`config.mk`:
```
export PLATFORM = sky130hd
export DESIGN_NAME = load_store_unit
export DESIGN_NICKNAME = d
export VERILOG_FILES = /design/src/rtl/lsu_pkg.sv /design/src/rtl/load_extender.sv /design/src/rtl/load_store_unit.sv
export SDC_FILE = /design/constraint.sdc
export NUM_CORES = 1
export LEC_CHECK = 0
export ABC_AREA = 1
export BUFFER_PORTS_ARGS = -buffer_cell sky130_fd_sc_hd__buf_2
export CAP_MARGIN = 20
export CORE_MARGIN = 2
export CORE_UTILIZATION = 47
export CTS_CLUSTER_SIZE = 8
export DETAILED_ROUTE_END_ITERATION = 12
export GPL_ROUTABILITY_DRIVEN = 0
export PLACE_DENSITY_LB_ADDON = 0.05
export RECOVER_POWER = 50
export SETUP_SLACK_MARGIN = 0.2
export SYNTH_ARGS = -nofsm -noshare
export SYNTH_HDL_FRONTEND = slang
export SYNTH_SLANG_ARGS = --single-unit
```
`constraint.sdc`:
```
create_clock -name main_clk -period 1.7 [get_ports main_clk]
set_input_delay 0.34 -clock main_clk [delete_from_list [all_inputs] [get_ports main_clk]]
set_output_delay 0.34 -clock main_clk [all_outputs]
set_load 0.01 [all_outputs]
```
`src/rtl/lsu_pkg.sv`:
```
// Shared types for the load/store unit: FSM states, size and fault codes.
// Includes the request-time legality check used when a request is accepted.
package lsu_pkg;

  typedef enum logic [1:0] {
    ST_IDLE    = 2'b00,
    ST_ACCESS  = 2'b01,
    ST_RELEASE = 2'b10,
    ST_DONE    = 2'b11
  } state_t;

  localparam logic [1:0] SZ_BYTE = 2'b00;
  localparam logic [1:0] SZ_HALF = 2'b01;
  localparam logic [1:0] SZ_WORD = 2'b10;
  localparam logic [1:0] SZ_ILL  = 2'b11;

  localparam logic [1:0] FLT_NONE     = 2'b00;
  localparam logic [1:0] FLT_MISALIGN = 2'b01;
  localparam logic [1:0] FLT_TIMEOUT  = 2'b10;
  localparam logic [1:0] FLT_SIZE     = 2'b11;

  // Illegal size outranks misalignment.
  function automatic logic [1:0] req_fault(
    input logic [1:0] size,
    input logic [1:0] lo
  );
    logic [1:0] f;
    f = FLT_NONE;
    if (size == SZ_ILL)
      f = FLT_SIZE;
    else if (size == SZ_HALF && lo[0])
      f = FLT_MISALIGN;
    else if (size == SZ_WORD && lo != 2'b00)
      f = FLT_MISALIGN;
    return f;
  endfunction

endpackage

```
`src/rtl/load_extender.sv`:
```
// Sign/zero extension of RAM read data for byte, halfword and word loads.
// Ports: mem_rdata, size, sign_ext in; result out (DATA_W wide).
module load_extender
  import lsu_pkg::*;
#(
  parameter int DATA_W = 32
) (
  input  logic [DATA_W-1:0] mem_rdata,
  input  logic [1:0]        size,
  input  logic              sign_ext,
  output logic [DATA_W-1:0] result
);

  always_comb begin
    result = '0;
    unique case (size)
      SZ_BYTE: begin
        result = {{(DATA_W-8){sign_ext & mem_rdata[7]}},
                  mem_rdata[7:0]};
      end
      SZ_HALF: begin
        result = {{(DATA_W-16){sign_ext & mem_rdata[15]}},
                  mem_rdata[15:0]};
      end
      default: begin
        result[31:0] = mem_rdata[31:0];
        // Only wider-than-32 paths have bits to fill.
        for (int i = 32; i < DATA_W; i++)
          result[i] = sign_ext & mem_rdata[31];
      end
    endcase
  end

endmodule

```
`src/rtl/load_store_unit.sv`:
```
// Single-outstanding load/store engine driving the RAM MOV/MOC handshake.
// Ports: req/wr/size/sign_ext/addr/wdata in; busy/done/fault/rdata out; mem_* bus.
module load_store_unit
  import lsu_pkg::*;
#(
  parameter int DATA_W  = 32,
  parameter int ADDR_W  = 9,
  parameter int TIMEOUT = 15
) (
  input  logic              main_clk,
  input  logic              reset,
  input  logic              req,
  input  logic              wr,
  input  logic [1:0]        size,
  input  logic              sign_ext,
  input  logic [ADDR_W-1:0] addr,
  input  logic [DATA_W-1:0] wdata,
  output logic              busy,
  output logic              done,
  output logic              fault,
  output logic [1:0]        fault_code,
  output logic [DATA_W-1:0] rdata,
  output logic              mem_mov,
  output logic              mem_rw,
  output logic [1:0]        mem_dl,
  output logic [ADDR_W-1:0] mem_addr,
  output logic [DATA_W-1:0] mem_wdata,
  input  logic [DATA_W-1:0] mem_rdata,
  input  logic              mem_moc
);

  localparam int CNT_W = $clog2(TIMEOUT + 1);
  localparam logic [CNT_W-1:0] CNT_LAST = CNT_W'(TIMEOUT - 1);

  state_t            state, state_nx;
  logic [CNT_W-1:0]  cnt;
  logic              wr_q;
  logic [1:0]        size_q;
  logic              sext_q;
  logic [1:0]        flt_q;
  logic [1:0]        req_flt;
  logic              tmo;
  logic [DATA_W-1:0] ext;

  assign req_flt = req_fault(size, addr[1:0]);
  assign tmo     = (cnt == CNT_LAST);

  load_extender #(.DATA_W(DATA_W)) u_ext (
    .mem_rdata (mem_rdata),
    .size      (size_q),
    .sign_ext  (sext_q),
    .result    (ext)
  );

  always_ff @(posedge main_clk or negedge reset) begin
    if (!reset) state <= ST_IDLE;
    else        state <= state_nx;
  end

  always_comb begin
    state_nx = state;
    unique case (state)
      ST_IDLE: begin
        if (req)
          state_nx = (req_flt != FLT_NONE) ? ST_DONE : ST_ACCESS;
      end
      ST_ACCESS: begin
        if (mem_moc)  state_nx = ST_RELEASE;
        else if (tmo) state_nx = ST_DONE;
      end
      ST_RELEASE: begin
        if (!mem_moc) state_nx = ST_DONE;
      end
      ST_DONE: state_nx = ST_IDLE;
      default: state_nx = ST_IDLE;
    endcase
  end

  always_comb begin
    busy       = 1'b0;
    done       = 1'b0;
    fault      = 1'b0;
    fault_code = FLT_NONE;
    mem_mov    = 1'b0;
    mem_rw     = 1'b0;
    unique case (state)
      ST_IDLE: ;
      ST_ACCESS: begin
        busy    = 1'b1;
        mem_mov = 1'b1;
        mem_rw  = ~wr_q;
      end
      ST_RELEASE: busy = 1'b1;
      ST_DONE: begin
        busy       = 1'b1;
        done       = 1'b1;
        fault      = (flt_q != FLT_NONE);
        fault_code = flt_q;
      end
      default: ;
    endcase
  end

  always_ff @(posedge main_clk or negedge reset) begin
    if (!reset) begin
      mem_addr  <= '0;
      mem_wdata <= '0;
      wr_q      <= 1'b0;
      size_q    <= SZ_BYTE;
      sext_q    <= 1'b0;
      flt_q     <= FLT_NONE;
      cnt       <= '0;
      rdata     <= '0;
    end else begin
      if (state == ST_IDLE && req) begin
        mem_addr  <= addr;
        mem_wdata <= wdata;
        wr_q      <= wr;
        size_q    <= size;
        sext_q    <= sign_ext;
        flt_q     <= req_flt;
        cnt       <= '0;
      end
      if (state == ST_ACCESS) begin
        if (mem_moc) begin
          if (!wr_q) rdata <= ext;
        end else begin
          cnt <= cnt + CNT_W'(1);
          if (tmo) flt_q <= FLT_TIMEOUT;
        end
      end
    end
  end

  assign mem_dl = size_q;

endmodule
```
# [Word level (Yosys, flattened, before mapping)]
# Cells that the tools add are included.
[word_totals] n_memories=0 latch_bits=0 rom_bits=0 ramBits=0 out_inout_bits=82 ff_bits=85
[classes] eq_ne=11 shifts=0 add_sub_neg=1 mux=23 mul=0 bitwise_logic=3 n_reduce_logical=11 magnitude_cmp=0 div_mod_pow=0
[op_table] operator="32-bit case mux with 2 select lines" n=1
[op_table] operator="2-bit 2-to-1 mux" n=11
[op_table] operator="4-bit 2-to-1 mux" n=3
[op_table] operator="2-bit equality test, second input constant" n=4
[op_table] operator="2-bit case mux with 4 select lines" n=1
[op_table] operator="1-bit 2-to-1 mux" n=7
[op_table] operator="2-bit by 1-bit equality test with 1-bit output, second input constant" n=3
[op_table] operator="3-bit AND reduction" n=2
[op_table] operator="2-bit nonzero test" n=3
[op_table] operator="4-bit by 1-bit adder with 4-bit output, second input constant" n=1
[op_table] operator="4-bit equality test, second input constant" n=1
[op_table] operator="2-bit logical NOT" n=2
[op_table] operator="2-bit != test, second input constant" n=2
[op_table] operator="1-bit logical AND" n=3
[op_table] operator="3-bit != test, second input constant" n=1
[op_table] operator="3-bit OR reduction" n=1
[op_table] operator="1-bit bitwise AND" n=2
[op_table] operator="1-bit inverter" n=1

# [Logic depth before layout (Yosys ltp)]
# Gate-level depths: netlist (run 1).
[depth] depth_word=9 ltp_mapped=8

# [Cells and area by module]
# A second synthesis (run 1) with hierarchy kept.
[unflattened] cells_unflattened=477 area_unflattened_um2=4037.6
[modules_own_cells] mod="load_store_unit" area_each_um2=3570.9 cells_each=405 instances=1
[modules_own_cells] mod="load_extender" area_each_um2=466.7 cells_each=72 instances=1

# [Least setup slack after synthesis (run 1)]
# OpenSTA, ideal clock, no wires.
[synth_path] kind="flip-flop to flip-flop" from="reg state[1]" to="reg rdata[29]" path_stages_with_launch=9 synth_period_minus_slack_ps=1425 t_arrival_ps=1353 setup_slack_ps=275 cell_sequence="dfrtp_1 -> inv_1 -> ha_1 -> nand2_1 -> nor2_2 -> buf_4 -> buf_2 -> nor2_1 -> nor2_1"
[synth_via] elab_chain_len=2
[synth_lines] item="from (decl)" line_no="load_store_unit.sv:35" source="state_t state, state_nx;"
[synth_lines] item="from (signal assigned)" line_no="load_store_unit.sv:57" source="else state <= state_nx;"
[synth_lines] item="2-bit by 1-bit equality test with 1-bit output" line_no="load_store_unit.sv:124" source="if (state == ST_ACCESS) begin"
[synth_lines] item="3-bit AND reduction (no line)"
[synth_lines] item="to (signal assigned)" line_no="load_store_unit.sv:126" source="if (!wr_q) rdata <= ext;"
[synth_lines] item="to (decl)" line_no="load_store_unit.sv:22" source="output logic [DATA_W-1:0] rdata,"
# Every way passes these cells.
# A chain may end at the register's enable or synchronous reset.

# [Worst setup path in the final report (run 1)]
[layout_path] from="reg state[0]" to="out fault"
[layout_via] elab_chain_len=2
[layout_lines] item="2-bit equality test" line_no="load_store_unit.sv:86" source="unique case (state)"
[layout_lines] item="1-bit 2-to-1 mux" line_no="load_store_unit.sv:86"
[layout_lines] item="to (decl)" line_no="load_store_unit.sv:20" source="output logic fault,"
# Every way passes these cells.

==> flow_summary.yaml, run 1 <==
outcome:
  outcome: "finished, final reports clean"
cells_and_area:
  final_cells: 738
  final_net_count: 719
  most-common-layout-cells: "sky130_fd_sc_hd__nand2_1 (213), sky130_fd_sc_hd__buf_2 (121), sky130_fd_sc_hd__dfrtp_1 (84), sky130_fd_sc_hd__nor2_1 (47), sky130_fd_sc_hd__clkbuf_1 (40)"
  final_layout_size_suffix_gt1_frac: 0.2893
  final_core_utilization: 0.6615
  diodes: 0
  area_growth_pct: 37.62
  final_common_cell: "sky130_fd_sc_hd__nand2_1"
worst_setup_path:
  cp_data_required_time_ns: 1.36
  worstReg2RegStart: "state[0]$_DFFE_PN0P_"
  critical-path-top-delay-family: "flip-flops"
  worst_setup_path_start_kind: "flop"
  worst_reg2reg_path_length_in_cells: 9
  criticalPathCategory: "flop to output port"
  critical_path_buf_inv_count: 2
  slowest_delay_ns: 0.41
  critical_path_cell_sequence: "buf_6 -> ha_4 -> nand2_2 -> nand2_1 -> buf_2"
  endpoint_type_of_the_worst_setup_path: "output port"
  reg2reg_to: "rdata[29]$_DFFE_PN0P_"
  r2r_setup_slack_ns: 0.13
  cp_slowest_cell: "sky130_fd_sc_hd__dfrtp_1"
  critPathMaxFanout: 3
  timing.critical_path.arrival_ns: 1.32
yosys:
  synthXorXnorAreaFrac: 0.002370
  avgSynthCellArea_um2: 8.211
  ys_ff_latch: 85
  synthesis.instances: 450
  synth_simple_gate_area_share: 0.3102
  syn_nets: 538
  synth_cell_types: 23
  synth_sequential_area_ratio: 0.5757
  synth_top_family_by_area: "simple AND/OR/NAND/NOR gates"
  synth_adder_area_share: 0.02370
  post_synth_instance_area_mm2: 0.003695
  ys.warnings.count: 0
  synth.mux.area_fraction: 0
  synthesized_area_fraction_occupied_by_ao_oa_aoi_and_oai_cells: 0.03149
timing:
  fin_crit_sh: 0.9759
  slew_viol_final: 0
  setup_viol_count_final: 0
  slew-limit-headroom: 0.4611
  timing.final.hold_violations: 0
  rsz_0062_raised_after_global_routing: "true"
  finalCriticalPeriod_ns: 1.659
  timing.clock.skew_ns: 0.009844
  worst_slew_pin_slew_ns: 0.8083
  fin_setup_tns_ns: 0
  max_clock_freq_ghz: 0.6027
min_path:
  hold_start: "wdata[9]"
  hold-path-endpoint: "mem_wdata[9]$_DFFE_PN0P_"
  min-delay-path-class: "primary input to flop"
  hold_depth: 3
power:
  power.share.clock: 0.174
  swShare: 0.4020
  power.combinational.fraction: 0.441
  p_sw_mw: 3.702
  power-per-cell-area_mw_per_mm2: 1811
  pwr-share-seq: 0.385
  ir_drop_v: 0.0008346
  intPower_mw: 5.507
  p_leak_nw: 2.756
global_routing:
  grt_pass1_wl_mm: 14.77
  gr-total-overflow: 0
  grt_max_degree: 53
  antenna_violations_before_repair: 0
  via_count_of_the_first_global_routing_pass: 3155
  grt_util_all_layers: 0.2194
die:
  rows: 32
  chipHeight_um: 92.67
  die_area_mm2: 0.008587
  core-area_mm2: 0.007687
  design.portCount: 163
  fp.dieW_um: 92.67
  initial_core_util: 0.4806
drt:
  dr.first_iter.drc_count: 106
  drt_pass1_iterations: 6
  avgRoutedWirePerCell_um: 12.78
  route.detailed.vias_per_inst: 4.641
  detail_route.drc_violations: 0
  vias: 3425
  drtAntennaViolNets: 0
  detail_route.wirelength_mm: 9.435
clock_tree:
  cts.path.max_buffers: 2
  cts_htree_levels: 3
  cts.clk_slew.worst_paths_ns: 0.09
  tritoncts: "built"
  clk_latency_ns: 0.36
  cts_inserted_buffers: 9
  clock-sinks: 85
  cts_root_buffer: "sky130_fd_sc_hd__clkbuf_8"
place:
  numPlacedInstances: 710
  placed_wire_length_estimate_mm: 6.395
  place.port_buffers: 162
job:
  count_of_max_cap_constraint_violations: 0
==> power by group through the flow <==
stage | clock (mW) | combinational [mW] | sequential, mW
after detailed placement | 0 | 3.79 | 3.56
final | 1.60 | 4.06 | 3.55
after global routing | 1.70 | 4.61 | 3.66
after floorplan | 0 | 1.82 | 3.94
after global placement | 0 | 3.69 | 3.55
after CTS | 1.63 | 3.99 | 3.52
==> worst max-delay path by stage <==
stage | start | to | slack [ns] | depth (start not counted)
floorplan | state[1]$_DFFE_PN0P_ | rdata[29]$_DFFE_PN0P_ | 0.28 | 8
global route | state[0]$_DFFE_PN0P_ | fault | 0.004 | 5
finish | state[0]$_DFFE_PN0P_ | fault | 0.04 | 5
CTS | state[0]$_DFFE_PN0P_ | fault | 0.05 | 5
detailed placement | state[0]$_DFFE_PN0P_ | mem_wdata[15]$_DFFE_PN0P_ | 0.09 | 7
global placement | state[0]$_DFFE_PN0P_ | mem_wdata[4]$_DFFE_PN0P_ | 0.22 | 7
==> stage by stage <==
stage	setup slack, ns	hold WS (ns)	power (mW)	area [µm²]
4_1_cts	0.04911	0.1552	9.144	5001
5_1_grt	0.003932	0.1690	9.970	5085
2_1_floorplan	0.2752	0.04441	5.765	3695
3_3_place_gp	0.2154	0.3148	7.237	4688
3_5_place_dp	0.09046	0.3140	7.353	4688
6_report	0.04089	0.1688	9.209	5085
==> worst register-to-register path: stages (launching register included) <==
cell	delay, ns
sky130_fd_sc_hd__dfrtp_1	0.41
sky130_fd_sc_hd__buf_6	0.14
sky130_fd_sc_hd__ha_4	0.16
sky130_fd_sc_hd__nand2_1	0.10
sky130_fd_sc_hd__nor2_4	0.05
sky130_fd_sc_hd__buf_12	0.14
sky130_fd_sc_hd__buf_4	0.14
sky130_fd_sc_hd__clkbuf_16	0.17
sky130_fd_sc_hd__nor2_1	0.10
sky130_fd_sc_hd__nor2_1	0.05
==> metal layers <==
metal | GRT usage | vias to the layer above | part of all wire | wire length (µm)
met5 | 0 | - | 0 | 0
met4 | 0.08946 | 0 | 0.015 | 143
met3 | 0.03743 | 10 | 0.055 | 519
met2 | 0.3692 | 105 | 0.49 | 4660
met1 | 0.2832 | 1583 | 0.44 | 4112
li1 | - | 1727 | - | -
==> sequential cells by signal, summed over array words and instances (netlist names) <==
signal / flops
cnt: 4
flt_q: 2
mem_addr: 9
mem_dl: 2
mem_wdata: 32
rdata: 32
sext_q: 1
state: 2
wr_q: 1
==> repair_timing <==
item | CTS | global route
hold endpoints to repair | 28 | 0
gates resized for setup | 16 | 16
hold buffers | 1 | 0
endpoints found under the setup margin | 68 | 68
gates cloned | 0 | 4
buffers inserted | 4 | 3
pin swaps | 4 | 3
==> Yosys cell counts <==
master | count | area, µm²
sky130_fd_sc_hd__a21oi_1 | 3 | 15.01
sky130_fd_sc_hd__a31o_2 | 1 | 8.760
sky130_fd_sc_hd__buf_2 | 8 | 40.04
sky130_fd_sc_hd__buf_4 | 3 | 22.52
sky130_fd_sc_hd__buf_6 | 1 | 11.26
sky130_fd_sc_hd__buf_8 | 1 | 15.01
sky130_fd_sc_hd__clkbuf_1 | 5 | 18.77
sky130_fd_sc_hd__clkinv_1 | 1 | 3.750
sky130_fd_sc_hd__dfrtp_1 | 85 | 2127
sky130_fd_sc_hd__ha_1 | 7 | 87.58
sky130_fd_sc_hd__inv_1 | 26 | 97.59
sky130_fd_sc_hd__nand2_1 | 215 | 807.0
sky130_fd_sc_hd__nand2_2 | 1 | 6.260
sky130_fd_sc_hd__nand2_4 | 1 | 11.26
sky130_fd_sc_hd__nand3_1 | 15 | 75.07
sky130_fd_sc_hd__nand3_4 | 1 | 17.52
sky130_fd_sc_hd__nand4_1 | 2 | 12.51
sky130_fd_sc_hd__nor2_1 | 53 | 198.9
sky130_fd_sc_hd__nor2_2 | 1 | 6.260
sky130_fd_sc_hd__nor2_4 | 1 | 11.26
sky130_fd_sc_hd__o211ai_1 | 1 | 7.510
sky130_fd_sc_hd__o21ai_0 | 17 | 85.08
sky130_fd_sc_hd__xnor2_1 | 1 | 8.760
==> kinds of logic (layout without fill, tap and decap cells) <==
logic type | after synthesis | after routing
simple gates | 290 | 290
flops | 85 | 85
buf+inv | 45 | 231
compound gates | 22 | 22
fa+ha+maj | 7 | 7
xor+xnor | 1 | 1
==> area by class of cell <==
type                       instances  area, µm²
clock buffer                       9      123.9
clock inverter                     7      97.59
fill                             712       2603
inverter                          27      106.4
multi-input combinational        320       1416
sequential                        85       2128
tap                              102      127.6
timing repair buffer             188       1085
(Power assumes the default switching activity.)
==> inputs of run 2 (changes only) <==
--- a/config.mk
+++ b/config.mk
@@ -5,11 +5,10 @@
 export SDC_FILE = /design/constraint.sdc
 export NUM_CORES = 1
 export LEC_CHECK = 0
-export ABC_AREA = 1
 export BUFFER_PORTS_ARGS = -buffer_cell sky130_fd_sc_hd__buf_2
 export CAP_MARGIN = 20
 export CORE_MARGIN = 2
-export CORE_UTILIZATION = 47
+export CORE_UTILIZATION = 45
 export CTS_CLUSTER_SIZE = 8
 export DETAILED_ROUTE_END_ITERATION = 12
 export GPL_ROUTABILITY_DRIVEN = 0
==> run 2 against run 1 <==
The flow now finishes with violations (negative setup slack); wire length is 3.4% lower; critical path depth fell by 1; setup slack worse by 0.16 ns; global-route usage decreased by 2.2 points; sequential share of layout area down 2.0 points; worst hold slack improved by 0.040 ns; clock-buffer cell count grew 1; core utilization decreased by 0.84 points; power up 13%; largest power group unchanged; highest routed layer unchanged.
==> flow_summary.yaml, run 2 <==
outcome:
  outcome: "finished with violations"
  violated_checks: "negative setup slack"
timing:
  slew_viol_final: 0
  worst_slew_pin_slew_ns: 0.7190
  finalCriticalPeriod_ns: 1.822
  fin_crit_sh: 1.072
  postLayoutSetupSlackWorst_ns: -0.1216
  max_clock_freq_ghz: 0.5490
  timing.final.hold_violations: 0
  timing.clock.skew_ns: 0.008991
  setup_viol_count_final: 49
  rsz_0062_raised_after_global_routing: "true"
  fin_setup_tns_ns: -3.063
  slew-limit-headroom: 0.5207
yosys:
  dominant_cells_by_area_after_synthesis: "sky130_fd_sc_hd__dfrtp_1 (56%), sky130_fd_sc_hd__mux2_4 (16%), sky130_fd_sc_hd__mux2_2 (4.5%)"
  syn_nets: 370
  dominantRegCellSynth: "sky130_fd_sc_hd__dfrtp_1"
  ys_ff_latch: 85
  avgSynthCellArea_um2: 13.39
  yosysMostFrequentCell: "sky130_fd_sc_hd__dfrtp_1"
  post_synth_instance_area_mm2: 0.003775
  synth-edff-count: 0
  synth_sequential_area_ratio: 0.5635
  synth_cell_types: 39
  synth.largest_area_cell: "sky130_fd_sc_hd__dfrtp_1"
  synthesis.instances: 282
  yosys.area.top_type_share: 0.5635
  ys_async_sr_fraction: 1.000
  synth_commonest_cells: "sky130_fd_sc_hd__dfrtp_1 (85), sky130_fd_sc_hd__mux2_4 (39), sky130_fd_sc_hd__nor2_1 (27)"
  ys.warnings.count: 0
power:
  p_leak_nw: 2.652
  ir_drop_v: 0.0008212
  p_total_mw: 10.43
  power-per-cell-area_mw_per_mm2: 1954
global_routing:
  grt_pass1_wl_mm: 13.49
  gr-total-overflow: 0
  via_count_of_the_first_global_routing_pass: 2660
  use_met3: 0.04664
  global_route.peak_usage_layer: "met2"
  grt_use_met2: 0.3223
  grt_max_degree: 37
  antenna_violations_before_repair: 0
  grt.met1_usage: 0.2558
  grt_util_all_layers: 0.1974
drt:
  avgRoutedWirePerCell_um: 15.63
  drtAntennaViolNets: 0
  route.detailed.vias_per_inst: 4.985
  dr.first_iter.drc_count: 73
  detail_route.wirelength_mm: 9.115
  detail_route.drc_violations: 0
  drt_pass1_iterations: 5
  vias: 2906
die:
  fp.dieW_um: 95.59
  rows: 33
  design.portCount: 163
  chipHeight_um: 95.59
  die_area_mm2: 0.009137
  core-area_mm2: 0.008175
  initial_core_util: 0.4617
worst_setup_path:
  r2r_setup_slack_ns: -0.11
  timing.critical_path.arrival_ns: 1.48
  worst_setup_path_start_kind: "flop"
  cp_data_required_time_ns: 1.36
  critPathMaxFanout: 4
  endpoint_type_of_the_worst_setup_path: "output port"
  criticalPathCategory: "flop to output port"
place:
  numPlacedInstances: 545
  place_worst_setup_slack_ns: 0.06445
  placed_wire_length_estimate_mm: 5.983
  place.port_buffers: 162
cells_and_area:
  most-common-layout-cells: "sky130_fd_sc_hd__buf_2 (146), sky130_fd_sc_hd__dfrtp_1 (83), sky130_fd_sc_hd__mux2_4 (39), sky130_fd_sc_hd__nor2_1 (25), sky130_fd_sc_hd__a21oi_1 (19)"
  final_layout_size_suffix_gt1_frac: 0.5711
  reg_top3: "mem_wdata: 32 flops, rdata: 32 flops, mem_addr: 9 flops"
  final_common_cell: "sky130_fd_sc_hd__buf_2"
  final_cells: 583
  diodes: 0
  final_net_count: 561
  area_growth_pct: 41.43
clock_tree:
  cts_inserted_buffers: 9
  cts_htree_levels: 3
  cts.path.max_buffers: 2
  tritoncts: "built"
  cts.clk_slew.worst_paths_ns: 0.09
  cts_root_buffer: "sky130_fd_sc_hd__clkbuf_8"
  clock-sinks: 85
  clk_latency_ns: 0.35
job:
  count_of_max_cap_constraint_violations: 0
min_path:
  min-delay-path-class: "primary input to flop"
[run 2: changes by cell type after synthesis, moves of 10 or more]
cell | before | now
sky130_fd_sc_hd__nand2_1 | 215 | 18
sky130_fd_sc_hd__mux2_2 | 0 | 15
sky130_fd_sc_hd__o21ai_0 | 17 | 3
sky130_fd_sc_hd__nand3_1 | 15 | 5
sky130_fd_sc_hd__inv_1 | 26 | 5
sky130_fd_sc_hd__nor2_1 | 53 | 27
sky130_fd_sc_hd__mux2_4 | 0 | 39
sky130_fd_sc_hd__a31oi_1 | 0 | 16
sky130_fd_sc_hd__a21oi_1 | 3 | 19
[run 2: layout make-up]
type                       count  area (µm²)
sequential                    85        2130
multi-input combinational    175        1529
fill                         675        2836
clock inverter                 6       116.4
inverter                       5       18.77
tap                          105       131.4
timing repair buffer         197        1276
clock buffer                  10       137.6
[run 2: what timing repair did]
item	in CTS	in global routing
endpoints found under the setup margin	83	90
hold buffers	1	0
pin swaps	4	3
gates resized for setup	18	10
setup buffers	8	7
cloned	4	2
endpoints found under the hold margin	26	0
[run 2: metrics by stage]
step                cell area [µm²]    util  hold WS (ns)
finish                         5339  0.6530        0.2085
global route                   5339  0.6530        0.1806
CTS                            5239  0.6408        0.1882
detailed placement             4698  0.5747        0.2928
global placement               4698  0.5747        0.2909
floorplan                      3780       -       0.04441
[run 2: cells by family (layout without fill, tap and decap cells)]
group | Yosys count | in the layout | synth area share
flip-flops | 85 | 85 | 0.5635
AND/OR/NAND/NOR | 67 | 67 | 0.08552
buffers and inverters | 22 | 218 | 0.05138
multiplexers | 56 | 56 | 0.2055
XOR/XNOR | 1 | 1 | 0.002321
adder cells (fa/ha/maj) | 7 | 7 | 0.02320
AO/OA/AOI/OAI | 44 | 44 | 0.06861
[run 2: final timing paths]
kind,startpoint,endpoint,cells past startpoint
max in group asynchronous,reset,rdata[19]$_DFFE_PN0P_,3
min in group asynchronous,reset,rdata[28]$_DFFE_PN0P_,2
hold reg to reg,rdata[7]$_DFFE_PN0P_,rdata[7]$_DFFE_PN0P_,1
setup reg to reg,state[0]$_DFFE_PN0P_,mem_wdata[28]$_DFFE_PN0P_,7
hold / removal,wdata[22],mem_wdata[22]$_DFFE_PN0P_,2
setup / recovery,state[1]$_DFFE_PN0P_,fault,4
[run 2: layer usage]
layer  routed length, µm  part of all wire
met1                3745              0.41
met2                4724              0.52
met3                 529             0.058
met4                 116             0.013
met5                   0                 0
[run 2: worst max-delay path, stage by stage, from the launching register on]
cell and delay (ns):
sky130_fd_sc_hd__dfrtp_2 0.45, sky130_fd_sc_hd__ha_4 0.18, sky130_fd_sc_hd__and2_4 0.14, sky130_fd_sc_hd__or2_4 0.24
sky130_fd_sc_hd__buf_6 0.12
[run 2: power by group]
group          switching (mW)  total, mW  internal (mW)  leakage, nW
combinational            2.21       4.97           2.76         1.52
clock                   0.753       1.79           1.03        0.128
sequential              0.619       3.68           3.06         1.00
total                    3.58       10.4           6.85         2.65
==> inputs of run 3 (changes only) <==
--- a/config.mk
+++ b/config.mk
@@ -8,10 +8,9 @@
 export BUFFER_PORTS_ARGS = -buffer_cell sky130_fd_sc_hd__buf_2
 export CAP_MARGIN = 20
 export CORE_MARGIN = 2
-export CORE_UTILIZATION = 45
+export CORE_UTILIZATION = 46
 export CTS_CLUSTER_SIZE = 8
 export DETAILED_ROUTE_END_ITERATION = 12
-export GPL_ROUTABILITY_DRIVEN = 0
 export PLACE_DENSITY_LB_ADDON = 0.05
 export RECOVER_POWER = 50
 export SETUP_SLACK_MARGIN = 0.2
==> run 3 against run 2 <==
The flow still finishes with violations (negative setup slack); setup slack better by 0.030 ns; flip-flop and latch count stayed put; clock power is 16% lower; clock skew is 0.0017 ns higher; register-to-register slack better by 0.07 ns.
==> flow_summary.yaml, run 3 (same netlist as run 2, synthesis figures left out) <==
worst_setup_path:
  cp_slowest_cell: "sky130_fd_sc_hd__dfrtp_1"
  worst_setup_path_start_kind: "flop"
  timing.critical_path.arrival_ns: 1.45
  critical_path_buf_inv_count: 1
  critical-path-top-delay-family: "flip-flops"
  critical_path_cell_sequence: "ha_2 -> and2_1 -> or2_4 -> buf_6"
  criticalPathCategory: "flop to output port"
  endpoint_type_of_the_worst_setup_path: "output port"
  cp_data_required_time_ns: 1.36
  slowest_delay_ns: 0.40
  critPathMaxFanout: 3
drt:
  route.detailed.vias_per_inst: 4.943
  drtAntennaViolNets: 0
  detail_route.wirelength_mm: 9.764
  drt_pass1_iterations: 4
  vias: 2941
  dr.first_iter.drc_count: 67
  avgRoutedWirePerCell_um: 16.41
  detail_route.drc_violations: 0
timing:
  timing.final.hold_violations: 0
  rsz_0062_raised_after_global_routing: "true"
  max_clock_freq_ghz: 0.5582
  slew_viol_final: 0
  slew-limit-headroom: 0.4964
  setup_viol_count_final: 25
  finalCriticalPeriod_ns: 1.792
  postLayoutSetupSlackWorst_ns: -0.09151
  fin_crit_sh: 1.054
  timing.clock.skew_ns: 0.01070
  worst_slew_pin_slew_ns: 0.7554
clock_tree:
  clock-sinks: 85
  tritoncts: "built"
  cts_htree_levels: 3
  cts_root_buffer: "sky130_fd_sc_hd__clkbuf_8"
  cts_inserted_buffers: 9
  cts.path.max_buffers: 2
  clk_latency_ns: 0.35
  cts.clk_slew.worst_paths_ns: 0.09
die:
  core-area_mm2: 0.008093
  design.portCount: 163
  die_area_mm2: 0.008947
  fp.dieW_um: 94.59
  initial_core_util: 0.4665
  rows: 33
  chipHeight_um: 94.59
power:
  ir_drop_v: 0.0009911
  swShare: 0.3528
  p_total_mw: 10.56
  p_leak_nw: 2.724
  power.share.clock: 0.142
  intPower_mw: 6.835
  power.combinational.fraction: 0.513
  power-per-cell-area_mw_per_mm2: 1910
  pwr-share-seq: 0.346
  p_sw_mw: 3.726
global_routing:
  grt_pass1_wl_mm: 14.72
  grt_util_all_layers: 0.2172
  grt_max_degree: 33
  gr-total-overflow: 0
  via_count_of_the_first_global_routing_pass: 2852
  antenna_violations_before_repair: 0
cells_and_area:
  final_common_cell: "sky130_fd_sc_hd__buf_2"
  diodes: 0
  final_cells: 595
  n_fill_cell: 641
  area_growth_pct: 46.47
  reg_top3: "mem_wdata: 32 flops, rdata: 32 flops, mem_addr: 9 flops"
  most-common-layout-cells: "sky130_fd_sc_hd__buf_2 (149), sky130_fd_sc_hd__dfrtp_1 (85), sky130_fd_sc_hd__mux2_4 (40), sky130_fd_sc_hd__nor2_1 (26), sky130_fd_sc_hd__nand2_1 (18)"
  final_layout_size_suffix_gt1_frac: 0.5857
  final_net_count: 573
place:
  gp_congestion: 0.7789
  numPlacedInstances: 545
  placed_wire_length_estimate_mm: 6.238
  place.port_buffers: 162
min_path:
  min-delay-path-class: "primary input to flop"
outcome:
  violated_checks: "negative setup slack"
  outcome: "finished with violations"
job:
  count_of_max_cap_constraint_violations: 0
[run 3: final timing paths]
kind                                                start  slack [ns]                        end  depth (start not counted)
worst max-delay path                 state[0]$_DFFE_PN0P_       -0.09                      fault                          4
worst max register to register       state[0]$_DFFE_PN0P_       -0.04  mem_wdata[28]$_DFFE_PN0P_                          7
worst min register to register  mem_wdata[22]$_DFFE_PN0P_        0.51  mem_wdata[22]$_DFFE_PN0P_                          1
max in group asynchronous                           reset        0.21  mem_wdata[31]$_DFFE_PN0P_                          3
worst min-delay path                            wdata[14]        0.22  mem_wdata[14]$_DFFE_PN0P_                          2
min in group asynchronous                           reset        0.58      rdata[26]$_DFFE_PN0P_                          2
[run 3: final cells by class]
cell class,count,area [µm²],area share
repair buffers,209,1495,0.2704
clock buffers,10,137.6,0.02489
flip-flops and latches,85,2127,0.3847
multi-input cells,175,1543,0.2790
well taps,105,131.4,0.02376
inverters,5,23.77,0.004300
clock inverters,6,71.32,0.01290
[run 3: power by group through the flow]
stage	Sequential (mW)	Combinational, mW	Clock, mW
2_1_floorplan	4.08	2.41	0
3_3_place_gp	3.64	4.28	0
3_5_place_dp	3.67	4.35	0
4_1_cts	3.63	5.15	1.52
5_1_grt	3.78	5.87	1.62
6_report	3.65	5.41	1.50
[run 3: layer usage]
layer | wire, µm | track usage | share of wire
met1 | 4396 | 0.2841 | 0.45
met2 | 4753 | 0.3595 | 0.49
met3 | 500 | 0.03911 | 0.051
met4 | 113 | 0.08696 | 0.012
met5 | 0 | 0 | 0
[run 3: per-stage QoR]
stage	utilization	TNS (ns)	instance area [µm²]	worst slack [ns]	hold WS [ns]
2_1_floorplan	-	0	3780	0.1789	0.04441
3_3_place_gp	0.5821	0	4711	0.1252	0.3060
3_5_place_dp	0.5821	0	4711	0.05312	0.3025
4_1_cts	0.6651	-0.1150	5383	-0.09808	0.1963
5_1_grt	0.6832	-2.676	5529	-0.1500	0.1901
6_report	0.6832	-0.3391	5529	-0.09151	0.2154
[run 3: worst register-to-register path, cell delays in order, from the launching register on]
cell                      delay (ns)
sky130_fd_sc_hd__dfrtp_1        0.40
sky130_fd_sc_hd__buf_4          0.17
sky130_fd_sc_hd__inv_4          0.08
sky130_fd_sc_hd__ha_4           0.15
sky130_fd_sc_hd__and2_4         0.24
sky130_fd_sc_hd__buf_12         0.14
sky130_fd_sc_hd__buf_12         0.12
sky130_fd_sc_hd__mux2_2         0.33
[run 3: what timing repair did]
action / CTS / global route
endpoints found under the hold margin: 29 / 0
gates resized for setup: 34 / 16
buffers inserted: 16 / 5
gates cloned: 8 / 4
setup endpoints to repair: 75 / 86
hold buffers: 1 / 0
pin swaps: 4 / 5
